`src/rtl/disp_sched_pkg.sv`:
```
// disp_sched_pkg: shared constants and types for the display scheduler.
//   - Digit codes understood by seven_seg (OFF, NEG; 0-9 pass through).
//   - Source encodings reported on disp_sched.src.
//   - Scheduler state encoding.
//   - sign_code(): maps a sign flag to the leading-digit code.
package disp_sched_pkg;

    localparam logic [3:0] DIG_OFF = 4'hF;
    localparam logic [3:0] DIG_NEG = 4'hA;

    localparam logic [1:0] SRC_ENTRY = 2'd0;
    localparam logic [1:0] SRC_TEMP  = 2'd1;
    localparam logic [1:0] SRC_DELTA = 2'd2;
    localparam logic [1:0] SRC_BLANK = 2'd3;

    typedef enum logic [2:0] {
        StEntry,
        StShowTemp,
        StBlankA,
        StShowDelta,
        StBlankB
    } state_t;

    function automatic logic [3:0] sign_code(input logic neg);
        return neg ? DIG_NEG : DIG_OFF;
    endfunction

endpackage

```
`src/rtl/disp_dwell_timer.sv`:
```
// disp_dwell_timer: tick counter with synchronous clear and variable limit.
// Ports:
//   clk    in  system clock
//   rst    in  synchronous active-high reset (wins over tick)
//   tick   in  time-base pulse; counted when not cleared
//   clr    in  clear counter to zero at the next edge
//   limit  in  number of ticks in the current dwell (1..2^CNT_W-1)
//   expire out tick arriving on the last count of the dwell
module disp_dwell_timer #(
    parameter int unsigned CNT_W = 4
) (
    input  logic             clk,
    input  logic             rst,
    input  logic             tick,
    input  logic             clr,
    input  logic [CNT_W-1:0] limit,
    output logic             expire
);

    logic [CNT_W-1:0] cnt_q;

    always_ff @(posedge clk) begin
        if (rst) begin
            cnt_q <= '0;
        end else if (clr) begin
            cnt_q <= '0;
        end else if (tick) begin
            cnt_q <= cnt_q + CNT_W'(1);
        end
    end

    assign expire = tick && (cnt_q == (limit - CNT_W'(1)));

endmodule

```
`src/rtl/disp_sched.sv`:
```
// disp_sched: sequencer/arbiter for the shared four-digit seven-segment display.
// Live entry preempts; otherwise rotates temp -> blank -> delta -> blank on a
// tick-based dwell timer. All outputs are registered.
// Ports:
//   clk, rst          clock, synchronous active-high reset
//   tick              time base for dwell and blink
//   entry_active/pos/sign/bcd   live BCD entry (pos 3 behaves as 2)
//   temp_bcd/temp_neg           current temperature
//   delta_bcd/delta_neg/delta_valid   subtractor result
//   seg_val           {d3,d2,d1,d0} digit codes
//   seg_en            per-digit enable
//   src               0=entry 1=temp 2=delta 3=blank
//   frame_done        one-clk pulse on the first temp cycle after a rotation
module disp_sched
    import disp_sched_pkg::*;
#(
    parameter int unsigned DWELL_TICKS = 2,
    parameter int unsigned GAP_TICKS   = 1,
    parameter int unsigned CNT_W       = 4
) (
    input  logic        clk,
    input  logic        rst,
    input  logic        tick,
    input  logic        entry_active,
    input  logic [1:0]  entry_pos,
    input  logic        entry_sign,
    input  logic [11:0] entry_bcd,
    input  logic [11:0] temp_bcd,
    input  logic        temp_neg,
    input  logic [11:0] delta_bcd,
    input  logic        delta_neg,
    input  logic        delta_valid,
    output logic [15:0] seg_val,
    output logic [3:0]  seg_en,
    output logic [1:0]  src,
    output logic        frame_done
);

    state_t      state_q, state_d;
    logic        blink_q, blink_d;
    logic [1:0]  pos_q, pos_eff;
    logic        frame_done_d;
    logic [15:0] seg_val_d;
    logic [3:0]  seg_en_d;
    logic [1:0]  src_d;
    logic        expire;
    logic        clr;
    logic [CNT_W-1:0] limit;

    assign pos_eff = (entry_pos == 2'd3) ? 2'd2 : entry_pos;

    assign limit = (state_q == StShowTemp || state_q == StShowDelta) ?
                   CNT_W'(DWELL_TICKS) : CNT_W'(GAP_TICKS);

    // Counter restarts on every state change so each state sees a full dwell.
    assign clr = (state_d != state_q);

    disp_dwell_timer #(
        .CNT_W (CNT_W)
    ) u_timer (
        .clk    (clk),
        .rst    (rst),
        .tick   (tick),
        .clr    (clr),
        .limit  (limit),
        .expire (expire)
    );

    // Next-state logic.
    always_comb begin
        state_d      = state_q;
        frame_done_d = 1'b0;
        if (state_q != StEntry && entry_active) begin
            // Entry wins even over an expiry in the same cycle.
            state_d = StEntry;
        end else begin
            case (state_q)
                StEntry: begin
                    if (!entry_active) state_d = StShowTemp;
                end
                StShowTemp: begin
                    if (expire) state_d = StBlankA;
                end
                StBlankA: begin
                    if (expire) begin
                        if (delta_valid) begin
                            state_d = StShowDelta;
                        end else begin
                            state_d      = StShowTemp;
                            frame_done_d = 1'b1;
                        end
                    end
                end
                StShowDelta: begin
                    if (!delta_valid || expire) state_d = StBlankB;
                end
                StBlankB: begin
                    if (expire) begin
                        state_d      = StShowTemp;
                        frame_done_d = 1'b1;
                    end
                end
                default: state_d = StShowTemp;
            endcase
        end
    end

    // Blink: forced on when entering ENTRY or moving the cursor; the force
    // takes precedence over a same-cycle tick.
    always_comb begin
        blink_d = blink_q;
        if (state_d == StEntry) begin
            if (state_q != StEntry || pos_eff != pos_q) begin
                blink_d = 1'b1;
            end else if (tick) begin
                blink_d = ~blink_q;
            end
        end
    end

    // Output mux, driven from the next state so outputs track inputs with
    // one clock of latency.
    always_comb begin
        seg_val_d = {4{DIG_OFF}};
        seg_en_d  = 4'hF;
        src_d     = SRC_BLANK;
        case (state_d)
            StEntry: begin
                seg_val_d[15:12] = sign_code(entry_sign);
                for (int i = 0; i < 3; i++) begin
                    if (2'(i) <= pos_eff) begin
                        seg_val_d[4*i +: 4] = entry_bcd[4*i +: 4];
                    end
                end
                seg_en_d[pos_eff] = blink_d;
                src_d             = SRC_ENTRY;
            end
            StShowTemp: begin
                seg_val_d = {sign_code(temp_neg), temp_bcd};
                src_d     = SRC_TEMP;
            end
            StShowDelta: begin
                seg_val_d = {sign_code(delta_neg), delta_bcd};
                src_d     = SRC_DELTA;
            end
            default: ;
        endcase
    end

    always_ff @(posedge clk) begin
        if (rst) begin
            state_q    <= StShowTemp;
            blink_q    <= 1'b1;
            pos_q      <= 2'd0;
            seg_val    <= {4{DIG_OFF}};
            seg_en     <= 4'hF;
            src        <= SRC_TEMP;
            frame_done <= 1'b0;
        end else begin
            state_q    <= state_d;
            blink_q    <= blink_d;
            pos_q      <= pos_eff;
            seg_val    <= seg_val_d;
            seg_en     <= seg_en_d;
            src        <= src_d;
            frame_done <= frame_done_d;
        end
    end

endmodule

```
`config.mk`:
```
export PLATFORM = sky130hd
export DESIGN_NAME = disp_sched
export DESIGN_NICKNAME = d
export VERILOG_FILES = /design/src/rtl/disp_sched_pkg.sv /design/src/rtl/disp_dwell_timer.sv /design/src/rtl/disp_sched.sv
export SDC_FILE = /design/constraint.sdc
export NUM_CORES = 1
export LEC_CHECK = 0
export CORE_MARGIN = 2
export CORE_UTILIZATION = 42
export CTS_CLUSTER_DIAMETER = 120
export DETAILED_ROUTE_END_ITERATION = 7
export PLACE_DENSITY_LB_ADDON = 0.25
export REMOVE_ABC_BUFFERS = 1
export SLEW_MARGIN = 30
export SYNTH_ARGS = -nofsm -noshare
export SYNTH_HDL_FRONTEND = slang
export SYNTH_HIERARCHICAL = 1
export SYNTH_SLANG_ARGS = --single-unit
```
`constraint.sdc`:
```
create_clock -name clk -period 2.95 [get_ports clk]
set_input_delay 0.59 -clock clk [delete_from_list [all_inputs] [get_ports clk]]
set_output_delay 0.59 -clock clk [all_outputs]
set_load 0.02 [all_outputs]
```
==> results of run 1 <==
state kept, by name, summed over array words and instances, names as in the netlist:
name and count:
state_q 3, blink_q 1, frame_done 1, seg_en 4, pos_q 2, src 2, seg_val 13, u_timer/cnt_q 4
per-layer routing:
layer / up-vias / routed length, microns / share of wire
met3: 4 / 205 / 0.054
met5: - / 0 / 0
met4: 0 / 31 / 0.0081
met2: 43 / 1850 / 0.48
met1: 650 / 1740 / 0.45
li1: 734 / - / -
logic make-up after synthesis:
| family | after synthesis |
|---|---|
| compound gates | 40 |
| xor+xnor | 11 |
| fa+ha+maj | 2 |
| buf+inv | 31 |
| flops | 30 |
| mux | 1 |
| other cells | 2 |
| simple gates | 55 |
cell usage in the layout (no fill, tap or decap), types with 2 or more instances in the layout:
cell type / synthesis / routed
clkdlybuf4s50_1: 0 / 66
dfxtp_1: 30 / 30
inv_1: 18 / 18
nand2_1: 16 / 16
buf_4: 7 / 10
nor2_1: 9 / 9
o21ai_0: 9 / 9
nand2b_1: 7 / 7
nor3_1: 7 / 7
xnor2_1: 6 / 6
conb_1: 2 / 6
clkbuf_8: 0 / 6
o2111ai_2: 5 / 5
a22oi_1: 4 / 4
o211ai_2: 4 / 4
xor2_1: 4 / 4
o2111ai_1: 4 / 4
nor2b_1: 3 / 3
a21oi_1: 3 / 3
a211oi_1: 2 / 2
nand3_1: 2 / 2
ha_1: 2 / 2
through the flow:
stage	hold WS, ps	setup TNS [ps]	std cells
floorplan	462	-2910	163
CTS	508	0	294
detailed placement	492	0	287
global route	557	0	294
finish	505	0	294
global placement	485	0	287
power by group:
| part | internal, W | leakage, nW | switching, W | total, W |
|---|---|---|---|---|
| registers | 0.000424 | 0.247 | 0.00000681 | 0.000431 |
| logic | 0.000120 | 0.653 | 0.0000966 | 0.000217 |
| clock network | 0.000270 | 0.0573 | 0.000138 | 0.000407 |
area by class of cell:
type	count	area, sq um	area share
Sequential cell	30	601	0.248
Clock inverter	1	30.0	0.0124
Multi-Input combinational cell	115	843	0.349
Clock buffer	6	82.6	0.0341
Inverter	18	67.6	0.0279
Tap cell	48	60.1	0.0248
Timing Repair Buffer	76	736	0.304
final timing paths:
check,startpoint,end,slack [ps],cells after the start
min reg2reg,blink_q,blink_q,500,2
max reg2reg,state_q[0],seg_val[11],210,13
min,blink_q,blink_q,500,2
max,state_q[0],seg_val[11],210,13
tightest hold or removal path: cells and delay by family (launching register included):
kind	cells	cell delay, ps
flops	1	350
simple gates	2	130
==> summary.txt, run 1 <==
Logic synthesis
  – Post-synthesis compound-gate area fraction: 0.231
  – Largest cells by area after synthesis: dfxtp_1, o2111ai_2, inv_1
  – Seq cells post-synth: 30
  – Post-Synth Simple-Gate Area: 0.200
  – Post-synthesis async set-or-reset flop share: 0
  – Synth Instances: 172
  – Number of warnings issued by yosys: 6
  – Top-count cell post-synth: dfxtp_1
  – Synth cell count leaders: dfxtp_1, inv_1, nand2_1, nor2_1, o21ai_0
  – Synth Area in Adders: 0.0158
  – Main combinational cell family by area after synthesis: compound AO/OA/AOI/OAI gates
  – EDFF count, synth: 0
  – Area share of xor/xnor cells in the synthesized design: 0.0657
  – Mean post-synth cell area: 9.19 sq um
  – Cell variety after synth: 45
  – Area share of the largest cell type after synthesis: 0.380
  – Synthesized cell area: 0.00158 sq mm
  – Register area share after synthesis: 0.380
  – Yosys top cell by area: dfxtp_1
  – Mux contribution to synthesized area: 0.00633
  – Most common flop cell mapped by yosys: dfxtp_1

Global routing
  – Met1 Use GR: 0.225
  – Total GRT Usage: 0.189
  – Initial antenna violation count: 0
  – Global route hottest layer: met2
  – Vias in the first global route: 1390
  – Largest net degree at the start of global routing: 15
  – Met2 Track Usage GR: 0.323
  – Total gr overflow: 0
  – First-pass GRT wire length: 6210 microns
  – Global Route met3 Usage: 0.0702

STA
  – Final setup vio count: 0
  – Worst setup margin: 213 ps
  – Final worst path period need: 2740 ps
  – Final period utilization: 0.928
  – Clk_skew: 4.85 ps
  – RSZ-0062 raised after global routing: no
  – Final hold vios: 0
  – Fmax: 365 MHz
  – Final slew viol count: 0

Setup path
  – Arr. time, crit path: 2870 ps
  – CP Buf/Inv Count: 4
  – Startpoint types: register
  – Crit. End Element: register
  – Max incr delay on CP: 300 ps
  – CP delay by family, top: compound AO/OA/AOI/OAI gates
  – CP required: 3090 ps
  – Worst Path Max Fanout: 14
  – Crit path cell chain: nor2b_1 -> inv_1 -> inv_1 -> ha_1 -> xnor2_1 -> o211ai_1 -> a2111oi_2 -> buf_4 -> nor4b_2 -> nor2b_4 -> a311oi_4 -> buf_4 -> o2111ai_1
  – Slowest CP cell: dfxtp_1
  – Setup CP Type: reg -> reg

Routing
  – DRT antenna net count: 0
  – Initial DRT Pass Iterations: 4
  – Vias/cell: 4.87
  – DR iter-0 viols: 64
  – Drt wl/cell: 13.0 microns
  – Post-route DRC: 0
  – Total number of vias: 1431
  – WL final: 3820 microns

Floorplan
  – Horiz. Die Dim: 65.4 microns
  – I/O pin total: 69
  – Row count: 22
  – Total die area: 0.00427 sq mm
  – Die height: 65.4 microns
  – Core area: 0.00363 sq mm
  – Initial Utilization: 0.435

Clocking
  – TritonCTS clock tree: built
  – CTS buffer count: 5
  – Reg clk slew, reported paths: 60 ps
  – Maximum root-to-sink buffer count: 2
  – Clock Sinks: 30
  – Clock latency on the worst-skew pair: 270 ps
  – # hold bufs at CTS: 0
  – Depth of the CTS H-tree: 2
  – CTS root buf: clkbuf_8
  – Post-CTS Resized: 0
  – Setup bufs post-CTS: 0

Run
  – Max Cap Viol: 0

Min path
  – Hold Path Class: reg -> reg

Layout
  – Post-layout util: 0.666
  – Fillers: 316
  – Nets: 294
  – Final Cell Area: 0.00242 sq mm
  – Share of cells above drive strength 1: 0.142
  – Area Overhead vs Synth: 53.0%
  – Diodes inserted: 0

Placed design
  – Setup WS pre-CTS: 225 ps
  – DP Area: 0.00231 sq mm
  – DP HPWL: 2890 microns
  – RePlAce Congestion: 0.813
  – PortBufs: 66

Outcome
  – Status: complete, no violations

Power and ir drop
  – VDD IR-drop max: 0.329 mV
  – Power Total: 0.00106 W
  – Cell area power density: 436 mW/mm^2
  – Leakage power: 0.958 nW
Note: power is estimated with default switching activity, not from simulation.
==> inputs of run 2 (changes only) <==
--- a/config.mk
+++ b/config.mk
@@ -5,6 +5,7 @@
 export SDC_FILE = /design/constraint.sdc
 export NUM_CORES = 1
 export LEC_CHECK = 0
+export CAP_MARGIN = 20
 export CORE_MARGIN = 2
 export CORE_UTILIZATION = 42
 export CTS_CLUSTER_DIAMETER = 120
==> constraint.sdc (replaced) <==
create_clock -name clk -period 2.95 [get_ports clk]
set_input_delay 0.59 -clock clk [delete_from_list [all_inputs] [get_ports clk]]
set_output_delay 0.59 -clock clk [all_outputs]
set_load 0.1 [all_outputs]
==> run 2 against run 1 <==
Flip-flop and latch count stayed put. Wire length rose by 2.5%. Utilization down 0.62 points. First-iteration DRC count fell by 7.8%. Global-route usage grew 1.8 points. Worst setup slack better by 44 ps. Combinational power up 47%.
==> summary.txt, run 2 (synthesized netlist as in run 1, its figures left out) <==
Layout
  – Most common cell after layout, fill and taps aside: clkdlybuf4s50_1
  – Area Overhead vs Synth: 51.6%
  – Post-route insts no fill: 295
  – Largest regs: seg_val x13, seg_en x4, u_timer/cnt_q x4
  – Area occupied by multi-input gates: 843 sq um
  – Largest reg by FF count: seg_val
  – Max FFs per register: 13
  – Diodes inserted: 0
  – Fillers: 314
  – Share of cells above drive strength 1: 0.231
  – Most frequent cells in the layout: clkdlybuf4s50_1, buf_4, dfxtp_1
  – Register Area: 601 sq um
  – Nets: 294

Clocking
  – Post-CTS Resized: 0
  – Depth of the CTS H-tree: 2
  – CTS root buf: clkbuf_8
  – Reg clk slew, reported paths: 60 ps
  – Clock latency on the worst-skew pair: 280 ps
  – Maximum root-to-sink buffer count: 2
  – CTS buffer count: 5
  – Clock Sinks: 30
  – TritonCTS clock tree: built
  – # hold bufs at CTS: 0
  – Setup bufs post-CTS: 0

Global routing
  – Met2 Track Usage GR: 0.346
  – Global route hottest layer: met2
  – Vias in the first global route: 1423
  – Met1 Use GR: 0.244
  – Initial antenna violation count: 0
  – Largest net degree at the start of global routing: 15
  – First-pass GRT wire length: 6620 microns
  – Total GRT Usage: 0.207
  – Global Route met3 Usage: 0.0719
  – Total gr overflow: 0

Setup path
  – Setup CP Type: reg -> reg
  – Arr. time, crit path: 2840 ps
  – Crit. End Element: register
  – CP required: 3100 ps
  – Worst Path Max Fanout: 14
  – Startpoint types: register

Routing
  – Initial DRT Pass Iterations: 4
  – DRT antenna net count: 0
  – DR iter-0 viols: 59
  – Total number of vias: 1448
  – Post-route DRC: 0
  – WL final: 3920 microns
  – Drt wl/cell: 13.3 microns
  – Vias/cell: 4.91

Placed design
  – PortBufs: 66
  – DP HPWL: 2920 microns
  – DP Cell Count: 287
  – RePlAce Congestion: 0.825

Power and ir drop
  – Power Total: 0.00127 W
  – VDD IR-drop max: 0.400 mV
  – Leakage power: 0.981 nW
  – Cell area power density: 528 mW/mm^2

Floorplan
  – Initial Utilization: 0.435
  – Core area: 0.00363 sq mm
  – Total die area: 0.00427 sq mm
  – Row count: 22
  – Horiz. Die Dim: 65.4 microns
  – I/O pin total: 69
  – Die height: 65.4 microns

STA
  – Hold slack: 510 ps
  – Final hold vios: 0
  – Clk_skew: 5.39 ps
  – Fmax: 371 MHz
  – RSZ-0062 raised after global routing: no
  – Final worst path period need: 2690 ps
  – Final setup vio count: 0
  – Final period utilization: 0.913
  – Final slew viol count: 0

Run
  – Max Cap Viol: 0

Min path
  – Hold Path Class: reg -> reg

Outcome
  – Status: complete, no violations
## run 2: per-stage QoR
stage	cell area [sq um]	util	setup TNS, ps	setup slack (ps)
final	2400	0.660	0	257
after global routing	2400	0.660	0	4.46
after CTS	2400	0.660	0	239
after detailed placement	2250	0.621	0	249
after global placement	2250	0.621	0	312
after floorplan	1510	-	-2910	-236
## run 2: worst max-delay path, cell delays in order, from the launching register on
cell and delay (ps):
dfxtp_1 310, nor2b_1 150, inv_1 130, inv_1 60, ha_1 200, xnor2_1 230
o211ai_1 130, a2111oi_2 240, buf_4 230, nor4b_2 80, nor2b_4 160, a311oi_4 250
buf_4 270, o2111ai_2 120
## run 2: final cells by class
cell class / instances / share of cell area
Sequential cell: 30 / 0.251
Timing Repair Buffer: 76 / 0.285
Tap cell: 48 / 0.0251
Multi-Input combinational cell: 115 / 0.352
Clock inverter: 2 / 0.0251
Clock buffer: 6 / 0.0344
Inverter: 18 / 0.0282
## run 2: layer usage
layer | wire [microns] | up-vias
li1 | - | 737
met1 | 1670 | 653
met2 | 1930 | 54
met3 | 283 | 4
met4 | 32 | 0
met5 | 0 | -
## run 2: path summary, 6_finish.rpt
path / cells past startpoint / slack, ps / from / to
worst max register to register: 13 / 260 / state_q[0] / seg_val[5]
worst min register to register: 2 / 510 / blink_q / blink_q
worst max-delay path: 13 / 260 / state_q[0] / seg_val[5]
worst min-delay path: 2 / 510 / blink_q / blink_q
## run 2: report_power, final
part,switching (W),total [W],internal (W),leakage (nW)
Combinational,0.000206,0.000320,0.000114,0.662
Sequential,0.00000742,0.000432,0.000424,0.247
Clock,0.000155,0.000515,0.000360,0.0714
Total,0.000368,0.00127,0.000898,0.981
==> inputs of run 3 (changes only) <==
--- a/config.mk
+++ b/config.mk
@@ -5,6 +5,7 @@
 export SDC_FILE = /design/constraint.sdc
 export NUM_CORES = 1
 export LEC_CHECK = 0
+export ABC_CLOCK_PERIOD_IN_PS = 2950
 export CAP_MARGIN = 20
 export CORE_MARGIN = 2
 export CORE_UTILIZATION = 42
@@ -17,3 +18,4 @@
 export SYNTH_HDL_FRONTEND = slang
 export SYNTH_HIERARCHICAL = 1
 export SYNTH_SLANG_ARGS = --single-unit
+export TNS_END_PERCENT = 30
==> results of run 3 <==
The final DEF is identical to that of run 2; final timing and power are the same.
==> RTL edit (config.mk and constraints of run 2) <==
The 5 states of `state_t` get a one-hot encoding in 5 bits.
--- a/src/rtl/disp_sched_pkg.sv
+++ b/src/rtl/disp_sched_pkg.sv
@@ -13,12 +13,12 @@
     localparam logic [1:0] SRC_DELTA = 2'd2;
     localparam logic [1:0] SRC_BLANK = 2'd3;
 
-    typedef enum logic [2:0] {
-        StEntry,
-        StShowTemp,
-        StBlankA,
-        StShowDelta,
-        StBlankB
+    typedef enum logic [4:0] {
+        StEntry     = 5'b00001,
+        StShowTemp  = 5'b00010,
+        StBlankA    = 5'b00100,
+        StShowDelta = 5'b01000,
+        StBlankB    = 5'b10000
     } state_t;
 
     function automatic logic [3:0] sign_code(input logic neg);
Function: no difference found for any inputs over 10 cycles, from zero or initial values and one cycle with rst high; not proved beyond that.
==> RTL edit against run 2 <==
- the run now ends with setup timing left
- clock skew about the same
- fmax down 9.7%
- synthesized area rose by 21%
- clock power fell by 31%
- sequential power increased by 6.9%
- total power is 2.7% lower
- final area is 18% higher
- sequential cell count is 2 higher
- utilization shrank 1.4 points
- wire length is 29% higher
- non-clock buffer count rose by 14
- worst setup slack got worse by 0.29 ns
==> RTL edit: results (changes against run 2) <==
| Metric | Value |
|---|---|
| Status | complete, but fails checks |
| Failing checks | setup timing |
| Placement Setup Slack | -0.0519 ns (-0.301 ns) |
| DR pass1 iterations | 4 (unchanged) |
| Yosys cell types | 51 (+13%) |
| Worst-path clk slew | 0.06 ns (about the same) |
| Top cells by count, synth | dfxtp_1, a21o_1, a221o_1 |
| Layout Skew | 0.00535 ns (-0.0000479 ns) |
| Worst setup margin | -0.0323 ns (-0.289 ns) |
| Leak | 0.00126 uW (+29%) |
| Area contributors post-synth | dfxtp_1, a21o_1, a221o_1 |
| HPWL after detailed placement | 3640 um (+25%) |
| Number of global-route vias before repair | 1755 (+23%) |
| Largest net degree at the start of global routing | 23 (+8) |
| Crit-path max FO | 9 (-5) |
| Max Buffers Root-to-Sink | 2 (unchanged) |
| Global-route wire length before repair | 8080 um (+22%) |
| Arrival time worst endpoint | 3.15 ns (+0.31 ns) |
| Fin cells | 337 (+14%) |
| Switching Power | 412 uW (+12%) |
| Cell count after synthesis | 201 (+17%) |
| Slew @ Worst Pin | 0.855 ns |
| CTS buffer count | 5 (unchanged) |
| Post-DR wirelength/cell | 15.0 um (+13%) |
| Root Buffer | clkbuf_8 |
| Via/cell ratio | 5.18 (+5.5%) |
| Final setup violation count | 4 (+4) |
| Peak supply drop | 0.000315 V (-21%) |
| YS warnings | 6 (unchanged) |
| Inst Count DP | 326 (+14%) |
| Routability Congestion | 0.806 (-2.3%) |
| Initial DRC count | 77 (+31%) |
| Biggest regs | seg_val: 13 flops, state_q: 5 flops |
| Share of cells above drive strength 1 | 29.8% (+6.7 points) |
| Sequential-to-total area share from yosys stat | 33.4% (-4.6 points) |
| Overall Global Routing Usage | 20.0% (-0.73 points) |
-- RTL edit: changes by cell type after synthesis, moves of 5 or more --
cell	before	now
a21o_1	1	19
a221o_1	0	14
inv_1	18	7
nand2_1	16	7
buf_6	1	7
nor3b_1	0	5
o2111ai_2	5	0
-- RTL edit: stage by stage --
stage / TNS (ns) / instance area (um^2) / hold slack [ns] / power (uW)
global placement: 0 / 2630 / 0.493 / 861
detailed placement: -0.397 / 2630 / 0.514 / 863
floorplan: -13.18 / 1800 / 0.481 / 720
CTS: -0.0304 / 2750 / 0.522 / 1230
finish: -0.0827 / 2830 / 0.518 / 1230
global route: -2.70 / 2830 / 0.543 / 1290
-- RTL edit: cell type report --
class,count,area (um^2)
Multi-Input combinational cell,149,1200
Inverter,7,26.3
Sequential cell,32,643
Clock buffer,7,96.3
Timing Repair Buffer,90,801
Fill cell,363,1550
Tap cell,52,65.1
-- RTL edit: logic make-up (layout without fill, tap and decap cells) --
logic type               Yosys count  in the layout  share of synthesized area, %
multiplexers                       2              2                          1.04
other                              2              6                         0.392
AND/OR/NAND/NOR                   65             65                          21.6
adder cells (fa/ha/maj)            2              2                          1.31
XOR/XNOR                          12             12                          5.87
buffers and inverters             24            104                          8.36
flip-flops                        32             32                          33.4
AO/OA/AOI/OAI                     62             62                          28.0
-- RTL edit: routing by layer --
metal  up-vias  wire length, um  track usage (%)
met4         0               62             6.08
met5         -                0                0
li1        896                -                -
met3         7              285             5.77
met2        46             2520             34.5
met1       796             2200             24.0
-- RTL edit: repair_timing --
| action | 4_1_cts | 5_1_grt |
|---|---|---|
| buffers inserted | 1 | 4 |
| hold buffers | 0 | 0 |
| hold endpoints to repair | 0 | 0 |
| pin swaps | 4 | 10 |
| cloned | 0 | 0 |
| gates resized for setup | 4 | 11 |
| endpoints found under the setup margin | 17 | 19 |
-- RTL edit: critical path, cell delays in order (launching register included) --
cell       delay, ns
dfxtp_2         0.34
xnor2_2         0.14
nor4_2          0.18
buf_4           0.18
inv_2           0.05
inv_1           0.05
ha_2            0.18
xnor2_2         0.08
o211ai_1        0.27
a2111oi_4       0.07
buf_4           0.18
buf_4           0.14
and3b_1         0.17
a21oi_2         0.12
nor3_2          0.06
buf_4           0.16
a21o_2          0.21
a221o_1         0.31
-- RTL edit: power groups by stage --
stage               combinational (uW)  clock, uW  sequential [uW]
global placement                   390          0              470
CTS                                397        367              462
floorplan                          113          0              607
global route                       436        385              464
finish                             413        357              462
detailed placement                 392          0              471
-- RTL edit: final timing paths --
kind,from,end,depth (start not counted)
hold reg to reg,blink_q,blink_q,2
setup / recovery,state_q[3],seg_val[0],17
setup reg to reg,state_q[3],seg_val[0],17
hold / removal,blink_q,blink_q,2
